[config.mk]
export PLATFORM = sky130hd
export DESIGN_NAME = race_controller
export DESIGN_NICKNAME = d
export VERILOG_FILES = /design/src/rtl/race_controller.sv
export SDC_FILE = /design/constraint.sdc
export NUM_CORES = 1
export LEC_CHECK = 0
export CAP_MARGIN = 0
export CORE_ASPECT_RATIO = 1.5
export CORE_MARGIN = 8
export CORE_UTILIZATION = 51
export DETAILED_ROUTE_END_ITERATION = 16
export GPL_ROUTABILITY_DRIVEN = 0
export HOLD_SLACK_MARGIN = 0.03
export PLACE_DENSITY = 0.75
export SETUP_SLACK_MARGIN = 0.3
export SLEW_MARGIN = 20
export SYNTH_ARGS = -nofsm -noshare
export SYNTH_HDL_FRONTEND = slang
export SYNTH_SLANG_ARGS = --single-unit
[constraint.sdc]
create_clock -name clk -period 2.2 [get_ports clk]
set_clock_uncertainty 0.1 [all_clocks]
set_input_delay 0.33 -clock clk [delete_from_list [all_inputs] [get_ports clk]]
set_output_delay 0.33 -clock clk [all_outputs]
set_load 0.02 [all_outputs]
[src/rtl/race_controller.sv]
// Game sequencer: menu -> countdown -> race -> winner, with player-block flush between rounds.
// Optional race inactivity abort is enabled by defining RACE_IDLE_TIMEOUT_EN.
//
// state | meaning
// FLUSH | players_reset high for 2 cycles, screen 10
// MENU  | screen 00, wait for MIN_PLAYERS ready
// COUNT | screen 11, countdown 3,2,1 of STEP_CYCLES each
// RACE  | screen 01, first ready player at the finish wins
// WIN   | screen 10, winner held for WIN_CYCLES
module race_controller #(
    parameter int NUM_PLAYERS = 4,
    parameter int MAX_POS     = 16,
    parameter int MIN_PLAYERS = 2,
    parameter int STEP_CYCLES = 50_000_000,
    parameter int WIN_CYCLES  = 250_000_000,
    parameter int IDLE_CYCLES = 500_000_000,
    localparam int PW = $clog2(MAX_POS),
    localparam int IW = (NUM_PLAYERS > 1) ? $clog2(NUM_PLAYERS) : 1
) (
    input  logic                      clk,
    input  logic                      reset,
    input  logic [NUM_PLAYERS-1:0]    ready_to_play,
    input  logic [NUM_PLAYERS*PW-1:0] cur_pos_bus,
    input  logic [NUM_PLAYERS-1:0]    activity,
    output logic [1:0]                current_screen,
    output logic [1:0]                countdown_val,
    output logic [IW-1:0]             winner_id,
    output logic                      winner_valid,
    output logic                      players_reset
);
    localparam int SW = (STEP_CYCLES > 1) ? $clog2(STEP_CYCLES) : 1;
    localparam int WW = (WIN_CYCLES > 1) ? $clog2(WIN_CYCLES) : 1;
    localparam int CW = $clog2(NUM_PLAYERS + 1);

    typedef enum logic [2:0] {S_FLUSH, S_MENU, S_COUNT, S_RACE, S_WIN} state_t;

    state_t          state_q, state_d;
    logic            flush_cnt_q, flush_cnt_d;
    logic [SW-1:0]   step_cnt_q, step_cnt_d;
    logic [WW-1:0]   win_cnt_q, win_cnt_d;
    logic [1:0]      countdown_q, countdown_d;
    logic [IW-1:0]   winner_id_q, winner_id_d;
    logic            winner_valid_q, winner_valid_d;
    logic [1:0]      screen_q, screen_d;
    logic            players_reset_q, players_reset_d;

    logic [CW-1:0]   ready_cnt;
    logic            finish_found;
    logic [IW-1:0]   finish_idx;

`ifdef RACE_IDLE_TIMEOUT_EN
    localparam int DW = (IDLE_CYCLES > 1) ? $clog2(IDLE_CYCLES) : 1;
    logic [DW-1:0]   idle_cnt_q, idle_cnt_d;
`else
    logic            unused_cfg;
    assign unused_cfg = ^{activity, IDLE_CYCLES[0]};
`endif

    // Descending scan so the lowest-index finisher is the one left standing.
    always_comb begin
        ready_cnt    = '0;
        finish_found = 1'b0;
        finish_idx   = '0;
        for (int i = 0; i < NUM_PLAYERS; i++) begin
            ready_cnt = ready_cnt + CW'(ready_to_play[i]);
        end
        for (int i = NUM_PLAYERS - 1; i >= 0; i--) begin
            if (ready_to_play[i] && (cur_pos_bus[i*PW +: PW] >= PW'(MAX_POS - 1))) begin
                finish_found = 1'b1;
                finish_idx   = IW'(i);
            end
        end
    end

    always_comb begin
        state_d        = state_q;
        flush_cnt_d    = flush_cnt_q;
        step_cnt_d     = step_cnt_q;
        win_cnt_d      = win_cnt_q;
        countdown_d    = countdown_q;
        winner_id_d    = winner_id_q;
        winner_valid_d = winner_valid_q;
`ifdef RACE_IDLE_TIMEOUT_EN
        idle_cnt_d     = idle_cnt_q;
`endif
        case (state_q)
            S_FLUSH: begin
                if (flush_cnt_q) state_d = S_MENU;
                else             flush_cnt_d = 1'b1;
            end
            S_MENU: begin
                if (int'(ready_cnt) >= MIN_PLAYERS) begin
                    state_d     = S_COUNT;
                    countdown_d = 2'd3;
                    step_cnt_d  = '0;
                end
            end
            S_COUNT: begin
                if (step_cnt_q == SW'(STEP_CYCLES - 1)) begin
                    step_cnt_d = '0;
                    if (countdown_q == 2'd1) begin
                        state_d     = S_RACE;
                        countdown_d = 2'd0;
`ifdef RACE_IDLE_TIMEOUT_EN
                        idle_cnt_d  = '0;
`endif
                    end else begin
                        countdown_d = countdown_q - 2'd1;
                    end
                end else begin
                    step_cnt_d = step_cnt_q + SW'(1);
                end
            end
            S_RACE: begin
                if (finish_found) begin
                    state_d        = S_WIN;
                    winner_id_d    = finish_idx;
                    winner_valid_d = 1'b1;
                    win_cnt_d      = '0;
                end
`ifdef RACE_IDLE_TIMEOUT_EN
                else if (|activity) begin
                    idle_cnt_d = '0;
                end else if (idle_cnt_q == DW'(IDLE_CYCLES - 1)) begin
                    state_d        = S_FLUSH;
                    flush_cnt_d    = 1'b0;
                    winner_valid_d = 1'b0;
                end else begin
                    idle_cnt_d = idle_cnt_q + DW'(1);
                end
`endif
            end
            S_WIN: begin
                if (win_cnt_q == WW'(WIN_CYCLES - 1)) begin
                    state_d        = S_FLUSH;
                    flush_cnt_d    = 1'b0;
                    winner_valid_d = 1'b0;
                end else begin
                    win_cnt_d = win_cnt_q + WW'(1);
                end
            end
            default: begin
                state_d     = S_FLUSH;
                flush_cnt_d = 1'b0;
            end
        endcase

        // Outputs are registered, so they are decoded from the next state.
        case (state_d)
            S_MENU:  screen_d = 2'b00;
            S_RACE:  screen_d = 2'b01;
            S_COUNT: screen_d = 2'b11;
            default: screen_d = 2'b10;
        endcase
        players_reset_d = (state_d == S_FLUSH);
    end

    always_ff @(posedge clk) begin
        if (reset) begin
            state_q         <= S_FLUSH;
            flush_cnt_q     <= 1'b0;
            step_cnt_q      <= '0;
            win_cnt_q       <= '0;
            countdown_q     <= 2'd0;
            winner_id_q     <= '0;
            winner_valid_q  <= 1'b0;
            screen_q        <= 2'b10;
            players_reset_q <= 1'b1;
`ifdef RACE_IDLE_TIMEOUT_EN
            idle_cnt_q      <= '0;
`endif
        end else begin
            state_q         <= state_d;
            flush_cnt_q     <= flush_cnt_d;
            step_cnt_q      <= step_cnt_d;
            win_cnt_q       <= win_cnt_d;
            countdown_q     <= countdown_d;
            winner_id_q     <= winner_id_d;
            winner_valid_q  <= winner_valid_d;
            screen_q        <= screen_d;
            players_reset_q <= players_reset_d;
`ifdef RACE_IDLE_TIMEOUT_EN
            idle_cnt_q      <= idle_cnt_d;
`endif
        end
    end

    assign current_screen = screen_q;
    assign countdown_val  = countdown_q;
    assign winner_id      = winner_id_q;
    assign winner_valid   = winner_valid_q;
    assign players_reset  = players_reset_q;
endmodule
==> metrics.yaml <==
route:
  drc: 0
  routed-via-count: 3826
  antenna_left: 0
  drt-pass1-iter-count: 5
  drt-initial-drc-count: 232
  viasPerCell: 6.19
  avgRoutedWirePerCell_um: 19.1
  route.final.wire_length_mm: 11.8
grt:
  overflow: 0
  largest_net_degree_at_the_start_of_global_routing: 20
  grt_pass1_vias: 3811
  grtUsageTotal_pct: 21.9
  grt_pass1_wl_mm: 17.3
  antenna_found_initial: 1
sta:
  clock.fmax_ghz: 0.474
  worst_pin_slew_ns: 0.531
  finalWorstPathRequiredPeriod_ns: 2.11
  timing_max_transition_violations_final: 0
  rsz0062_at_grt: "yes"
  timing_hold_violations_final: 0
  final_min_period_over_clock_period_pct: 95.9
  slew-limit-headroom_pct: 64.4
  finalHoldWorstSlack_ns: 0.367
  setup_viol_count_final: 0
floorplanning:
  floorplan.initialDensity_pct: 51.8
  die_area_um2: 9770
  core_area_um2: 6710
  boundaryPins: 34
  cell_row_count: 37
  floorplan.die.width_um: 83.4
  dieHeight_um: 117
setup_path:
  worstSetupStartpointType: "flip-flop"
  crit_path_start: "win_cnt_q[1]$_SDFFE_PP0P_"
  timing.critical_path.arrival_ns: 2.26
  end_kind: "flip-flop"
  critical_path.reg2reg.endpoint: "win_cnt_q[13]$_SDFFE_PP0P_"
  regToRegSetupSlack_ns: 0.09
  endpoint: "win_cnt_q[13]$_SDFFE_PP0P_"
  setup.worst_path.class: "reg -> reg"
  rr_worst_depth: 8
  timing.critical_path.fanout_max: 13
  critical_path_required_ns: 2.36
  regToRegStartpoint: "win_cnt_q[1]$_SDFFE_PP0P_"
clock_network:
  cts.root.buffer_cell: "clkbuf_8"
  cts.hold.buffers_added: 0
  cts-buffers-inserted: 9
  cts_sinks: 66
  cts_max_level: 3
  clk_latency_ns: 0.37
  clock_buffer_depth: 2
  cts_tree: "built"
  cts.reportedPaths.clkPinSlew_ns: 0.08
placement:
  detailedPlacementHpwl_mm: 6.91
  port_buffers: 29
  detailed_place.area_um2: 4420
yosys:
  synth_sequential_area_ratio_pct: 38.0
  synth.cell_area_um2: 3480
  netlist.area_leader.share_pct: 38.0
  number_of_synthesized_register_bits: 66
  synth_edf_count: 0
  yosys_warn_count: 0
  ys.flop_type: "dfxtp_1"
  synthCells: 414
  postSynth.asyncResetShare_pct: 0
  synthesis.nets: 444
  synth_area_leader: "dfxtp_1"
  synth_most_common_cell: "dfxtp_1"
  synth.avg_cell_area_um2: 8.40
  synth.lib_cells_used.distinct: 57
  ys_top_cells_by_count: "dfxtp_1 (66), nor2_1 (38), nand2_1 (29), o21ai_0 (26), a21oi_1 (25)"
  ys_top_cells_by_area: "dfxtp_1 (38%), xor2_1 (4.5%), nor2_1 (4.1%)"
final_layout:
  drive_gt1_share_pct: 41.2
  final_util_pct: 79.9
  area_delta_synth_final_pct: 54.2
  finalInstanceArea_um2: 5360
  nets: 565
outcome:
  run_status: "finished, final reports clean"
power_and_ir_drop:
  irDropWorstVdd_mv: 0.507
  power.density_cell_area_nw_per_um2: 521
  power.total_mw: 2.79
  power.static_leakage_nw: 1.97
min_path:
  hold_class: "reg -> reg"
flow_run:
  max_cap_violations: 0
## state kept, by name (all words and copies together) (netlist names)
signal / flops
countdown_val: 2
win_cnt_q: 28
winner_id: 2
state_q: 3
step_cnt_q: 26
flush_cnt_q: 1
current_screen: 2
players_reset: 1
winner_valid: 1
## final cells by class
| cell class | instances | area [um^2] |
|---|---|---|
| repair buffers | 130 | 1200 |
| multi-input cells | 318 | 2460 |
| clock buffers | 13 | 169 |
| diodes | 1 | 2.50 |
| fillers | 404 | 1350 |
| clock inverters | 2 | 35.0 |
| inverters | 10 | 45.0 |
| well taps | 78 | 97.6 |
| flip-flops and latches | 66 | 1350 |
## worst max-delay path: stages, from the launching register on
cell and delay (ns):
dfxtp_2 0.36, ha_4 0.15, nand2_4 0.07, or3_4 0.35
o31a_4 0.35, buf_12 0.17, o211ai_1 0.22, xor2_1 0.17
nor2_1 0.05
## logic make-up after synthesis
kind of cell,share of synthesized area [%]
buffers and inverters,4.82
AOI/OAI and AO/OA,20.8
and+or+nand+nor,29.1
xor gates and xnor gates,5.04
DFF,38.0
adders and majority gates,1.66
muxes,0.576
## routing by layer
| layer | GRT usage, % | part of all wire, % | wire length, um | up-vias |
|---|---|---|---|---|
| met3 | 5.12 | 4.1 | 487 | 49 |
| met4 | 16.1 | 5.2 | 613 | 0 |
| met5 | 0 | 0 | 0 | - |
| li1 | - | - | - | 1790 |
| met2 | 43.5 | 56 | 6670 | 135 |
| met1 | 18.5 | 34 | 4050 | 1852 |
## stage by stage
stage	setup slack [ns]	setup TNS (ns)	cells
after global placement	-0.334	-11.55	563
after floorplan	0.0773	0	414
after global routing	0.0152	0	618
after CTS	0.113	0	603
final	0.0910	0	618
after detailed placement	-0.387	-13.03	563
## how the worst min path moves through the flow
stage / end / depth (start not counted) / startpoint
2_1_floorplan: step_cnt_q[22]$_SDFFE_PP0P_ / 1 / step_cnt_q[22]$_SDFFE_PP0P_
3_3_place_gp: step_cnt_q[15]$_SDFFE_PP0P_ / 1 / step_cnt_q[15]$_SDFFE_PP0P_
3_5_place_dp: step_cnt_q[15]$_SDFFE_PP0P_ / 1 / step_cnt_q[15]$_SDFFE_PP0P_
4_1_cts: win_cnt_q[27]$_SDFFE_PP0P_ / 2 / win_cnt_q[27]$_SDFFE_PP0P_
5_1_grt: step_cnt_q[14]$_SDFFE_PP0P_ / 1 / step_cnt_q[14]$_SDFFE_PP0P_
6_report: step_cnt_q[14]$_SDFFE_PP0P_ / 1 / step_cnt_q[14]$_SDFFE_PP0P_
## cells in the final DEF, fill, tap and decap left out, drive strengths merged, types with 16 or more instances in the layout
master and instances:
a21oi 25, a31oi 16, buf 100, clkdlybuf4s50 26
dfxtp 66, nand2 29, nand3 24, nor2 39
nor3 17, o21ai 32, xor2 18
## repair_timing
action                                  CTS  global route
setup buffers                            21            13
gates resized for setup                  59            47
pin swaps                                41            36
endpoints found under the setup margin   63            58
cloned                                    4             1
## power breakdown
part | switching, mW | internal (mW) | total [mW] | leakage (nW)
registers | 0.0227 | 1.22 | 1.24 | 0.543
logic | 0.220 | 0.230 | 0.450 | 1.33
clock network | 0.493 | 0.609 | 1.10 | 0.106
No activity file was read; power rests on OpenSTA's default activity.
